<file path="config.mk">
export PLATFORM = sky130hd
export DESIGN_NAME = timer_prescaler
export DESIGN_NICKNAME = d
export VERILOG_FILES = /design/src/rtl/timer_prescaler.sv
export SDC_FILE = /design/constraint.sdc
export NUM_CORES = 1
export LEC_CHECK = 0
export CAP_MARGIN = 20
export CORE_UTILIZATION = 47
export DETAILED_ROUTE_END_ITERATION = 8
export PLACE_DENSITY = 0.76
export SLEW_MARGIN = 20
export SYNTH_ARGS = -nofsm -noshare
export SYNTH_HDL_FRONTEND = slang
export SYNTH_SLANG_ARGS = --single-unit
</file>
<file path="constraint.sdc">
create_clock -name i_clk -period 1.7 [get_ports i_clk]
set_input_delay 0.34 -clock i_clk [delete_from_list [all_inputs] [get_ports i_clk]]
set_output_delay 0.34 -clock i_clk [all_outputs]
set_load 0.05 [all_outputs]
</file>
<file path="src/rtl/timer_prescaler.sv">
// Clock-enable generator for the 8-bit timer counter: power-of-two divider
// (2..128) or edge detector on a synchronised external clock pin.
module timer_prescaler #(
    parameter int PRE_W = 8
) (
    input  logic             i_clk,
    input  logic             i_rst,
    input  logic             i_enable,
    input  logic [2:0]       i_cks,
    input  logic             i_ext_clk,
    input  logic             i_ext_edge,
    output logic             o_clk_ena,
    output logic [PRE_W-1:0] o_pre_cnt
);

    localparam logic [2:0] CKS_EXT = 3'd7;

    logic [PRE_W-1:0] r_pre_cnt;
    logic [2:0]       r_cks_q;
    logic             r_sync1;
    logic             r_sync2;
    logic             r_sync3;
    logic             r_clk_ena;

    logic [3:0]       w_shamt;
    logic [PRE_W-1:0] w_mask;
    logic             w_tap_hit;
    logic             w_rise;
    logic             w_fall;
    logic             w_edge;

    // Low (k+1) bits all ones marks the last count of a 2^(k+1) period.
    assign w_shamt   = {1'b0, r_cks_q} + 4'd1;
    assign w_mask    = ~({PRE_W{1'b1}} << w_shamt);
    assign w_tap_hit = ((r_pre_cnt & w_mask) == w_mask);

    assign w_rise = r_sync2 & ~r_sync3;
    assign w_fall = ~r_sync2 & r_sync3;
    assign w_edge = i_ext_edge ? w_fall : w_rise;

    // The synchroniser shifts unconditionally so that mode or enable changes
    // never see stale history and fabricate an edge.
    always_ff @(posedge i_clk) begin
        if (i_rst) begin
            r_pre_cnt <= '0;
            r_cks_q   <= 3'd0;
            r_sync1   <= 1'b0;
            r_sync2   <= 1'b0;
            r_sync3   <= 1'b0;
            r_clk_ena <= 1'b0;
        end else begin
            r_sync1 <= i_ext_clk;
            r_sync2 <= r_sync1;
            r_sync3 <= r_sync2;
            if (i_cks != r_cks_q) begin
                r_pre_cnt <= '0;
                r_clk_ena <= 1'b0;
                r_cks_q   <= i_cks;
            end else if (r_cks_q == CKS_EXT) begin
                r_clk_ena <= i_enable & w_edge;
            end else if (i_enable) begin
                r_pre_cnt <= r_pre_cnt + 1'b1;
                r_clk_ena <= w_tap_hit;
            end else begin
                r_clk_ena <= 1'b0;
            end
        end
    end

    assign o_clk_ena = r_clk_ena;
    assign o_pre_cnt = r_pre_cnt;

endmodule

</file>
==> metrics.md <==
| Metric | Value |
|---|---|
| Outcome | completed |
| Commonest non-fill, non-tap cell in the layout | dfxtp_1 |
| Fin. max-slew vios | 0 |
| WP data required | around 1.9 ns |
| DR vias | ~650 |
| Port Buf Inserts | 16 |
| Total wire length | roughly 1400 um |
| Setup TNS | 0 ns |
| Clk pwr share | 0.319 |
| Tightest Pin Transition | 0.318 ns |
| Yosys top cell area share | 0.401 |
| Switching part of the total | 0.238 |
| Area after DPL | about 960 sq um |
| Leakage | roughly 0.39 nW |
| Detail Route Antenna Nets | 0 |
| Total number of yosys warnings | 0 |
| Sequential Power Share | 0.566 |
| Layout cells sized above 1 | 0.221 |
| CTS buffer count | 3 |
| Area Overhead vs Synth | 33.4% |
| CP startpoint kind | flip-flop |
| Ys async rst share | 0 |
| DRC Markers | 0 |
| Pwr dens | approximately 650 nW/um^2 |
| I/O Pins | 17 |
| Synth unique cells | 26 |
| Total GRT Usage | 0.180 |
| Max rail drop VDD | approximately 0.00045 V |
| Maximum clock rate | 599 MHz |
| Cells after synthesis | 80 |
| Final setup fails | 0 |
| CTS tree | built |
| Via density | ~5.4 |
| Synth top area cells | dfxtp_1, ha_1, nor2b_1 |
| Internal | 0.493 mW |
| Filler cells | about 120 |
| Post-route insts no fill | 120 |
| Crit share post-route | 0.982 |
| Ys flop type | dfxtp_1 |
| Crit end category | flip-flop |
| Setup Skew | between 0.001 and 0.0015 ns |
| Tmin final | 1.67 ns |
| Final hold vios | 0 |
| Diode count | 0 |
| Num Clock Sinks | 15 |
| Clk_lat worst skew | 0.29 ns |
| # rows | 14 |
| Max-cap viol count | 0 |
| Die height | roughly 42 um |
| Max FO, Critical Path | 5 |
| CTS H-tree depth | 1 |
| Critical path type | reg2reg |
| Vias in the first global route | approximately 580 |
| EDFF count, synth | 0 |
| Most frequent cells in the layout | dfxtp_1, buf_4, nor2_1 |
| Critical Path AT | approximately 1.9 ns |
| Worst hold path class | reg2reg |
| Hold_ws | 0.442 ns |
| Inst Count DP | 116 |
| First-pass GRT wire length | 2390 um |
| Wire length per cell | ~11 um |
| Half-perimeter wire length after placement | ~1100 um |
| Clk slew on worst S/H paths | ~0.090 ns |
| Power after layout | 0.647 mW |
| Switch Pwr | 0.154 mW |
| Post-Syn Area | approximately 750 sq um |
| Bufs on Longest Clock Path | 2 |
| Register area share after synthesis | 0.401 |
| Root buffer cell | clkbuf_4 |
| Slew Limit Headroom | 0.785 |
| Setup bufs post-CTS | 0 |
| RSZ-0062 raised after global routing | yes |
| Part of the power in combinational logic | 0.115 |
| Number of synthesized register bits | 15 |
| Nets@finish | around 120 |
| Fin area | roughly 1000 sq um |
| Syn avg cell area | just over 9 sq um |
| Die X | 41.9 um |
| DR iter-0 viols | 18 |
| Gpl congestion | about 0.75 |
| Initial antenna violation count | 0 |
| Largest net degree at the start of global routing | 9 |
| Syn nets | 94 |
| Core footprint | between 1000 and 1500 sq um |
| Drt pass-1 iters | 4 |
| GR Overflow Total | 0 |
| Die area | about 1800 sq um |
| Area leader, netlist | dfxtp_1 |
| Initial Util | 0.503 |
==> cells in the mapped netlist (all sizes together) (2+ instances only) <==
| library cell | instances |
|---|---|
| nor2 | 8 |
| nand2 | 6 |
| xor2 | 4 |
| nand3b | 2 |
| inv | 3 |
| a21oi | 2 |
| o22ai | 2 |
| nand3 | 2 |
| nor2b | 7 |
| nor3 | 3 |
| xnor2 | 5 |
| dfxtp | 15 |
| o21ai | 3 |
| ha | 6 |
==> logic make-up after synthesis <==
kind of cell,Yosys count,synth area share
simple gates,34,0.247
flops,15,0.401
compound gates,11,0.102
xor+xnor,9,0.105
fa+ha+maj,6,0.100
buf+inv,4,0.0301
mux,1,0.0134
==> sequential cells by signal, indices dropped and copies added (netlist names) <==
register / count
r_sync3: 1
r_cks_q: 3
r_sync1: 1
r_sync2: 1
o_clk_ena: 1
o_pre_cnt: 8
==> stage by stage <==
stage          setup WS, ns   util
5_1_grt             -0.0409  0.671
3_3_place_gp         -0.149  0.643
6_report             0.0313  0.671
2_1_floorplan        0.0790      -
4_1_cts             0.00636  0.661
3_5_place_dp         -0.198  0.643
==> layer usage <==
metal	vias up	track usage	routed length, um
li1	331	-	-
met1	301	0.233	636
met2	19	0.288	665
met3	2	0.0261	59
met4	0	0.0968	17
met5	-	0	0
==> worst paths after layout <==
path,from,to,slack (ns),cells past startpoint
worst max-delay path,r_cks_q[0],o_clk_ena,0.03,6
worst max register to register,r_cks_q[0],o_clk_ena,0.03,6
worst min-delay path,r_sync1,r_sync2,0.44,1
worst min register to register,r_sync1,r_sync2,0.44,1
==> power by group through the flow <==
| stage | registers (mW) | clock network [mW] | logic (mW) |
|---|---|---|---|
| floorplan | 0.375 | 0 | 0.0359 |
| global placement | 0.374 | 0 | 0.0703 |
| detailed placement | 0.374 | 0 | 0.0721 |
| CTS | 0.366 | 0.207 | 0.0725 |
| global route | 0.368 | 0.225 | 0.0818 |
| finish | 0.366 | 0.206 | 0.0746 |
==> area by class of cell <==
cell class / count / area, sq um / share of cell area
flip-flops and latches: 15 / 303 / 0.303
multi-input cells: 61 / 438 / 0.439
inverters: 3 / 11.3 / 0.0113
repair buffers: 21 / 200 / 0.201
well taps: 16 / 20.0 / 0.0201
clock buffers: 4 / 26.3 / 0.0263
==> worst max-delay path, stage by stage, from the launching register on <==
cell and delay (ns):
dfxtp_2 0.35, ha_1 0.23, ha_1 0.30, nand2_1 0.07, nor2_1 0.04, a211o_1 0.30, a2111oi_4 0.29
==> repair_timing <==
item,4_1_cts,5_1_grt
gates resized for setup,0,3
hold buffers,0,0
setup endpoints to repair,0,4
Power figures use the tool's default switching activity.
